<file path="src/rtl/sprite_rect_plotter.sv">
// Erase-then-draw rectangle sprite engine feeding vga_adapter one pixel per clock.
// The state/dx/dy registers describe the pixel currently on the outputs.
module sprite_rect_plotter #(
  parameter int unsigned RECT_W    = 2,
  parameter int unsigned RECT_H    = 8,
  parameter logic [2:0]  BG_COLOUR = 3'b000,
  parameter int unsigned SCREEN_W  = 160,
  parameter int unsigned SCREEN_H  = 120
) (
  input  logic       clock,
  input  logic       reset,
  input  logic       start,
  input  logic       erase_only,
  input  logic [7:0] new_x,
  input  logic [6:0] new_y,
  input  logic [2:0] new_colour,
  output logic       ready,
  output logic       done,
  output logic [7:0] x,
  output logic [6:0] y,
  output logic [2:0] colour,
  output logic       plot
);

  localparam int unsigned XW  = 8;
  localparam int unsigned YW  = 7;
  localparam int unsigned CW  = 3;
  localparam int unsigned SXW = 9;
  localparam int unsigned SYW = 8;
  localparam int unsigned DW  = 4;

  typedef enum logic [1:0] {
    IDLE   = 2'd0,
    ERASE  = 2'd1,
    DRAW   = 2'd2,
    FINISH = 2'd3
  } state_t;

  state_t        state;
  state_t        state_nx;
  logic [DW-1:0] dx;
  logic [DW-1:0] dy;
  logic [DW-1:0] dx_nx;
  logic [DW-1:0] dy_nx;

  logic [XW-1:0] lat_x;
  logic [YW-1:0] lat_y;
  logic [CW-1:0] lat_colour;
  logic          lat_erase_only;

  logic          old_valid;
  logic [XW-1:0] old_x;
  logic [YW-1:0] old_y;

  logic          last_pixel;
  logic          row_end;

  logic [XW-1:0]  base_x;
  logic [YW-1:0]  base_y;
  logic [CW-1:0]  pix_colour;
  logic [SXW-1:0] sum_x;
  logic [SYW-1:0] sum_y;
  logic           ready_d;
  logic           done_d;
  logic           plot_d;
  logic [XW-1:0]  x_d;
  logic [YW-1:0]  y_d;
  logic [CW-1:0]  colour_d;

  assign row_end    = (dx == DW'(RECT_W - 1));
  assign last_pixel = row_end && (dy == DW'(RECT_H - 1));

  // State register.
  always_ff @(posedge clock) begin
    if (reset) begin
      state <= IDLE;
      dx    <= '0;
      dy    <= '0;
    end else begin
      state <= state_nx;
      dx    <= dx_nx;
      dy    <= dy_nx;
    end
  end

  // Next-state and scan counter logic.
  always_comb begin
    state_nx = state;
    dx_nx    = dx;
    dy_nx    = dy;
    case (state)
      IDLE: begin
        if (start) begin
          dx_nx = '0;
          dy_nx = '0;
          if (old_valid)       state_nx = ERASE;
          else if (erase_only) state_nx = FINISH;
          else                 state_nx = DRAW;
        end
      end
      ERASE, DRAW: begin
        if (last_pixel) begin
          dx_nx = '0;
          dy_nx = '0;
          if (state == ERASE && !lat_erase_only) state_nx = DRAW;
          else                                   state_nx = FINISH;
        end else if (row_end) begin
          dx_nx = '0;
          dy_nx = dy + DW'(1);
        end else begin
          dx_nx = dx + DW'(1);
        end
      end
      FINISH:  state_nx = IDLE;
      default: state_nx = IDLE;
    endcase
  end

  // Output logic: next values of the registered pixel/handshake outputs.
  // On the acceptance cycle the latches are not yet loaded, so the raw inputs feed DRAW.
  always_comb begin
    base_x     = old_x;
    base_y     = old_y;
    pix_colour = BG_COLOUR;
    if (state_nx == DRAW) begin
      base_x     = (state == IDLE) ? new_x      : lat_x;
      base_y     = (state == IDLE) ? new_y      : lat_y;
      pix_colour = (state == IDLE) ? new_colour : lat_colour;
    end
    sum_x    = SXW'(base_x) + SXW'(dx_nx);
    sum_y    = SYW'(base_y) + SYW'(dy_nx);
    ready_d  = (state_nx == IDLE);
    done_d   = (state_nx == FINISH);
    plot_d   = 1'b0;
    x_d      = x;
    y_d      = y;
    colour_d = colour;
    if (state_nx == ERASE || state_nx == DRAW) begin
      plot_d   = (sum_x < SXW'(SCREEN_W)) && (sum_y < SYW'(SCREEN_H));
      x_d      = sum_x[XW-1:0];
      y_d      = sum_y[YW-1:0];
      colour_d = pix_colour;
    end
  end

  // Registered outputs.
  always_ff @(posedge clock) begin
    if (reset) begin
      ready  <= 1'b1;
      done   <= 1'b0;
      plot   <= 1'b0;
      x      <= '0;
      y      <= '0;
      colour <= '0;
    end else begin
      ready  <= ready_d;
      done   <= done_d;
      plot   <= plot_d;
      x      <= x_d;
      y      <= y_d;
      colour <= colour_d;
    end
  end

  // Request latch and record of the rectangle currently on screen.
  always_ff @(posedge clock) begin
    if (reset) begin
      lat_x          <= '0;
      lat_y          <= '0;
      lat_colour     <= '0;
      lat_erase_only <= 1'b0;
      old_valid      <= 1'b0;
      old_x          <= '0;
      old_y          <= '0;
    end else begin
      if (state == IDLE && start) begin
        lat_x          <= new_x;
        lat_y          <= new_y;
        lat_colour     <= new_colour;
        lat_erase_only <= erase_only;
      end
      if (state == FINISH) begin
        if (lat_erase_only) begin
          old_valid <= 1'b0;
        end else begin
          old_valid <= 1'b1;
          old_x     <= lat_x;
          old_y     <= lat_y;
        end
      end
    end
  end

endmodule

</file>
<file path="config.mk">
export PLATFORM = sky130hd
export DESIGN_NAME = sprite_rect_plotter
export DESIGN_NICKNAME = d
export VERILOG_FILES = /design/src/rtl/sprite_rect_plotter.sv
export SDC_FILE = /design/constraint.sdc
export NUM_CORES = 1
export LEC_CHECK = 0
export ABC_AREA = 1
export BUFFER_PORTS_ARGS = -buffer_cell sky130_fd_sc_hd__buf_2
export CAP_MARGIN = 15
export CORE_MARGIN = 2
export CORE_UTILIZATION = 55
export CTS_CLUSTER_SIZE = 20
export DETAILED_ROUTE_END_ITERATION = 10
export PLACE_DENSITY = 0.76
export SLEW_MARGIN = 20
export SYNTH_ARGS = -nofsm -noshare
export SYNTH_HDL_FRONTEND = slang
export SYNTH_SLANG_ARGS = --single-unit
</file>
<file path="constraint.sdc">
create_clock -name clock -period 9.65 [get_ports clock]
set_input_delay 0.4825 -clock clock [delete_from_list [all_inputs] [get_ports clock]]
set_output_delay 0.4825 -clock clock [all_outputs]
set_load 0.1 [all_outputs]
</file>
==> results of run 1 <==
final cells by class:
type	count	area, um2
clock inverter	3	40.0
tap	77	96.3
multi-input combinational	372	1870
fill	604	2370
sequential	66	1320
timing repair buffer	43	218
clock buffer	12	145
inverter	58	218
worst paths after layout:
path	startpoint	to	slack, ns	cells past startpoint
setup / recovery	state[0]	plot	4.49	21
hold / removal	new_y[5]	lat_y[5]	0.39	3
setup reg to reg	state[0]	plot	4.49	21
hold reg to reg	colour[0]	colour[0]	0.46	2
power groups by stage:
stage          clock [mW]  sequential (mW)  combinational, mW
2_1_floorplan           0            0.538              0.204
3_3_place_gp            0            0.340              0.473
3_5_place_dp            0            0.342              0.480
4_1_cts             0.229            0.336              0.481
5_1_grt             0.239            0.340              0.527
6_report            0.229            0.336              0.483
synth_stat cells:
master / n / area [um2]
nand2_1: 120 / 450
nor2_1: 73 / 274
dfxtp_1: 66 / 1320
a21oi_1: 55 / 275
inv_1: 55 / 206
o21ai_0: 44 / 220
nand3_1: 25 / 125
ha_1: 18 / 225
clkbuf_1: 15 / 56.3
nand4_1: 6 / 37.5
buf_2: 5 / 25.0
nand2_2: 4 / 25.0
o21a_1: 3 / 22.5
xor2_1: 3 / 26.3
buf_4: 2 / 15.0
fa_1: 2 / 40.0
inv_2: 2 / 7.51
nor2_2: 2 / 12.5
o211ai_1: 2 / 15.0
o21ai_1: 2 / 10.0
or2_2: 2 / 12.5
a211oi_1: 1 / 7.51
a21oi_2: 1 / 8.76
a31o_2: 1 / 8.76
a31oi_1: 1 / 6.26
buf_6: 1 / 11.3
clkinv_1: 1 / 3.75
nand2b_4: 1 / 13.8
nand3_2: 1 / 10.0
nor3_1: 1 / 5.00
o22ai_2: 1 / 12.5
o31ai_1: 1 / 7.51
or2_1: 1 / 6.26
xnor2_1: 1 / 8.76
cells by family (layout without fill, tap and decap cells):
| kind of cell | after synthesis | in the layout | share of synthesized area [%] |
|---|---|---|---|
| AND/OR/NAND/NOR | 236 | 236 | 27.7 |
| AO/OA/AOI/OAI | 112 | 112 | 16.9 |
| buffers and inverters | 81 | 116 | 9.26 |
| flip-flops | 66 | 66 | 37.6 |
| adder cells (fa/ha/maj) | 20 | 20 | 7.55 |
| XOR/XNOR | 4 | 4 | 0.997 |
worst max-delay path: cells and delay by family, from the launching register on:
kind	cells	cell delay, ns
buf+inv	5	1.05
compound gates	4	0.93
simple gates	8	0.92
flops	1	0.39
fa+ha+maj	4	1.75
layer usage:
metal | up-vias | track usage [%]
li1 | 1719 | -
met1 | 1518 | 33.0
met2 | 106 | 41.4
met3 | 9 | 4.55
met4 | 0 | 7.18
met5 | - | 0
registers in the layout (all words and copies together) (netlist names):
register	cells
lat_y	7
dy	4
lat_x	8
plot	1
x	8
old_y	7
lat_erase_only	1
lat_colour	3
state	2
old_x	8
ready	1
y	7
old_valid	1
done	1
colour	3
dx	4
stage by stage:
stage               cell area [um2]  std cells  hold WS (ns)
global route                   3910        631         0.407
global placement               3720        616         0.440
floorplan                      3510        519         0.440
CTS                            3910        631         0.389
detailed placement             3720        616         0.454
finish                         3910        631         0.390
==> flow_summary.toml, run 1 <==
[clock_tree]
cts_buffers = 9
cts.clk_slew.worst_paths_ns = 0.08
clk_latency_ns = 0.35
cts_hold_buf = 0
cts_sinks = 66
cts_buffer_depth = 2
clockRootBuffer = "clkbuf_8"
cts_tree = "built"
cts_max_level = 3
cts_resized = 0
post_cts_buffers = 0

[cells_and_area]
syn2layout_area_growth_pct = 11.1
antenna_cells = 0
utilization_pct = 62.2
final_cell_mix = "nand2_1, nor2_1, dfxtp_1"
final_common_cell = "nand2_1"
final_nets = 592
post_route_cells_drive_above_1_share_pct = 12.8

[die]
core_um2 = 6280
fp.dieW_um = 83.9
start_util_pct = 56.0
die_h_um = 83.9
io_pins = 43
dieArea_um2 = 7040
rows = 29

[critical_path]
start_kind = "register"
crit_arrival_ns = 5.41
critical-path-max-stage-delay_ns = 0.63
path_cells = "inv_1 > ha_1 > nand2_2 > inv_1 > a211oi_1 > nand2_1 > inv_1 > ha_1 > inv_1 > a21oi_1 > a21oi_1 > ha_1 > fa_1 > a21oi_1 > nor2_2 > inv_1 > nand3_1 > nor2_1 > nand2_1 > nand2_1 > nor2_1"
worstPathMaxFanout = 22
slowest_stage = "ha_1"
end_kind = "register"
crit_top_cell = "inv_1"
critical_path_class = "reg2reg"
cp.required_ns = 9.90

[power_and_ir_drop]
leakagePower_nw = 1.95
p_sw_share_pct = 48.5
cellInternalPower_mw = 0.539
clock_power_share_pct = 21.8
ir_drop_mv = 0.227
netSwitchingPower_mw = 0.508
p_per_area_nw_per_um2 = 268
finalPower_mw = 1.05
p_seq_share_pct = 32.1
combPwrFrac_pct = 46.1

[timing]
post-route-period-util_pct = 53.4
worstMarginPinSlew_ns = 0.906
final_hold_viol_count = 0
setup_slack_ns = 4.49
slew_viol_final = 0
fin_tns_setup_ns = 0
rsz0062_at_grt = "no"
final.min_clock_period_ns = 5.16
max_freq_ghz = 0.194
max_slew_margin_pct = 39.5
finalClockSkew_ns = 0.0147
setup-violations-final = 0

[placed_design]
dp_slack_ns = 4.54
gp_congestion = 0.832
hpwl_um = 5800
portBuffers = 42

[drt]
dr_wl_met2_um = 3800
wl_um = 8280
drt_first_pass_iters = 5
wl_met3_um = 524
met1_length_um = 3860
detail_route.iter0.violations = 221
drt_drc_violations_left = 0
routed.top_layer = "met4"
wl_per_cell_um = 13.1
vias = 3352
via_per_inst = 5.31
ant_nets = 0

[global_route]
grt_pass1_wl_um = 14200
grt_max_degree = 35
antenna_found_initial = 0
grt_overflow = 0
grt_use_total_pct = 24.9
grt_pass1_vias = 3175

[yosys]
syn_area_per_cell_um2 = 6.77
yosysSeqAreaShare_pct = 37.6
synth.net_count = 561
synth.distinct_cells = 34
syn_area_um2 = 3510
synthCells = 519
yosys_warnings = 0
ys_ff_latch = 66

[run_status]
status = "finished, final reports clean"

[flow_run]
maxCapViolCount = 0

[worst_hold_path]
holdCritPathClass = "in2reg"
Note: power is estimated with default switching activity, not from simulation.
==> run 2: changes to the inputs <==
Settings changed: ABC_AREA 1 to 0, CORE_UTILIZATION 55 to 52.
Clock period 9.65 ns to 4.4 ns, I/O delays scaled along.
==> run 2 against run 1 <==
Net effect: non-clock buffer count grew 7; final area shrank 0.48%; synthesized cell count shrank 20%; via count shrank 14%; cell count shrank 15%; clock power grew 140%; worst hold slack lost 0.27 ns; count of clock-buffer cells in the layout shrank 1; sequential power grew 130%; critical path type unchanged; largest cell class unchanged.
==> flow_summary.toml, run 2 <==
[cells_and_area]
reg.largest.list = "lat_x: 8 flops, old_x: 8 flops, x: 8 flops"
final_common_cell = "nand2_1"
syn2layout_area_growth_pct = 14.5
register_area_um2 = 1320
multi_input_area_um2 = 1940
final_cell_mix = "nand2_1, dfxtp_1, a21oi_1"
post_route_cells_drive_above_1_share_pct = 18.1
nFillCells = 575
antenna_cells = 0
final_nets = 495

[drt]
drt_drc_violations_left = 0
ant_nets = 0
vias = 2866
detail_route.iter0.violations = 136
wl_per_cell_um = 13.9
wl_um = 7420
via_per_inst = 5.36
drt_first_pass_iters = 5

[clock_tree]
clockRootBuffer = "clkbuf_8"
clk_latency_ns = 0.34
cts_buffers = 9
cts_sinks = 66
cts_max_level = 3
cts_tree = "built"
cts_hold_buf = 0
cts_buffer_depth = 2
cts.clk_slew.worst_paths_ns = 0.08

[critical_path]
path_cells = "ha_1 > nor3b_2 > nand4b_1 > buf_4 > a21oi_1 > a21oi_1 > o31a_1 > ha_2 > nor2_1 > a21oi_1 > ha_1 > fa_1 > a21o_1 > a21oi_1 > xnor2_1 > or3_1 > o211a_1"
worstSetupStartpoint = "dx[0]"
slowest_stage = "fa_1"
critical-path-max-stage-delay_ns = 0.42
crit_buf_inv = 1
worstPathMaxFanout = 11
crit_top_cell = "a21oi_1"
crit_arrival_ns = 4.24
cp.required_ns = 4.64
start_kind = "register"
critical_path_class = "reg2reg"
crit_family = "adder cells"
r2r_start = "dx[0]"
end_kind = "register"

[global_route]
grtUsageMet2_pct = 33.9
grt_pass1_vias = 2609
gr-usage-met3_pct = 3.93
busiest_layer = "met2"
met1_usage_pct = 29.4
antenna_found_initial = 0
grt_use_total_pct = 21.7
grt_overflow = 0
grt_pass1_wl_um = 12400
grt_max_degree = 38

[yosys]
ys_ff_latch = 66
synth-adder-area-share_pct = 7.81
synth_area_leaders = "dfxtp_1, nand2_1, a21oi_1"
synth_compound_area_share_pct = 15.8
synthSimpleGateAreaFrac_pct = 20.4
synthMuxAreaShare_pct = 9.66
synth_flop_cell = "dfxtp_1"
synth_top_area_share_pct = 38.9
synth.distinct_cells = 43
synth_common_cells = "nand2_1, dfxtp_1, a21oi_1, nor2_1, ha_1"
synth.net_count = 456
yosys_warnings = 0
synth_top_area_cell = "dfxtp_1"
syn_area_per_cell_um2 = 8.20
syn_area_um2 = 3390
synthCells = 414
synthMostInstantiatedCell = "nand2_1"
synth_top_family_by_area = "simple AND/OR/NAND/NOR gates"
asyncSetResetFlopFracSynth_pct = 0
synth-edff-count = 0
yosysSeqAreaShare_pct = 38.9
yosys.area_share.xor_xnor_pct = 3.10

[die]
io_pins = 43
start_util_pct = 53.8
fp.dieW_um = 84.8
die_h_um = 84.8
dieArea_um2 = 7190
rows = 29
core_um2 = 6310

[placed_design]
hpwl_um = 5350
portBuffers = 42
gp_congestion = 0.880

[flow_run]
maxCapViolCount = 0

[timing]
fin_tns_setup_ns = 0
slew_viol_final = 0
final_hold_viol_count = 0
final.min_clock_period_ns = 4.00
max_slew_margin_pct = 53.6
worstMarginPinSlew_ns = 0.695
rsz0062_at_grt = "no"
max_freq_ghz = 0.250
post-route-period-util_pct = 90.9
finalClockSkew_ns = 0.0137
setup-violations-final = 0

[worst_hold_path]
hold_start = "new_x[4]"
holdCritPathClass = "in2reg"

[power_and_ir_drop]
leakagePower_nw = 1.68
finalPower_mw = 3.05
p_per_area_nw_per_um2 = 784
ir_drop_mv = 0.610

[run_status]
status = "finished, final reports clean"
==> run 2: cell types whose count changed after synthesis, moves of 11 or more <==
cell / before / now
inv_1: 55 / 13
mux2i_1: 0 / 15
nand2_1: 120 / 91
nand3_1: 25 / 2
nor2_1: 73 / 41
nor2b_1: 0 / 11
o21ai_0: 44 / 9
==> run 2: stage by stage <==
stage / instances / hold WS (ns) / cell area [um2] / setup WS (ns) / utilization (%)
after floorplan: 414 / 0.356 / 3390 / 0.0900 / -
after global placement: 516 / 0.440 / 3640 / 0.395 / 57.7
after detailed placement: 516 / 0.446 / 3640 / 0.176 / 57.7
after CTS: 532 / 0.0995 / 3850 / 0.118 / 61.0
after global routing: 535 / 0.111 / 3890 / 0.0194 / 61.6
final: 535 / 0.116 / 3890 / 0.398 / 61.6
==> run 2: tightest hold or removal path: stages <==
cell     delay [ns]
buf_2          0.10
nand2_1        0.05
a21oi_1        0.05
==> run 2: layout make-up <==
cell class,instances,share of cell area [%]
Multi-Input combinational cell,313,49.8
Sequential cell,66,34.0
Timing Repair Buffer,50,7.05
Clock buffer,11,3.38
Tap cell,77,2.48
Clock inverter,5,2.03
Inverter,13,1.26
==> run 2: cells by family after synthesis <==
logic type	count (synthesis)
compound gates	91
fa+ha+maj	20
buf+inv	35
xor+xnor	12
simple gates	162
mux	28
flops	66
==> run 2: path summary, 6_finish.rpt <==
path                   end  slack, ns  depth (start not counted)
min reg2reg  lat_colour[0]       0.46                          2
max reg2reg           plot       0.40                         17
max                   plot       0.40                         17
min               lat_x[4]       0.12                          3
==> run 2: metal layers <==
metal / vias up / part of all wire, %
li1: 1472 / -
met1: 1329 / 48
met2: 52 / 46
met3: 13 / 4.3
met4: 0 / 1.8
met5: - / 0
==> run 2: repair_timing <==
item	in CTS	in global routing
resized for setup	0	3
setup endpoints to repair	0	5
buffers inserted	0	2
==> run 2: where the power goes <==
group	internal [mW]	switching, mW	leakage [nW]
Combinational	0.553	1.19	1.03
Sequential	0.701	0.0596	0.538
Clock	0.319	0.229	0.107
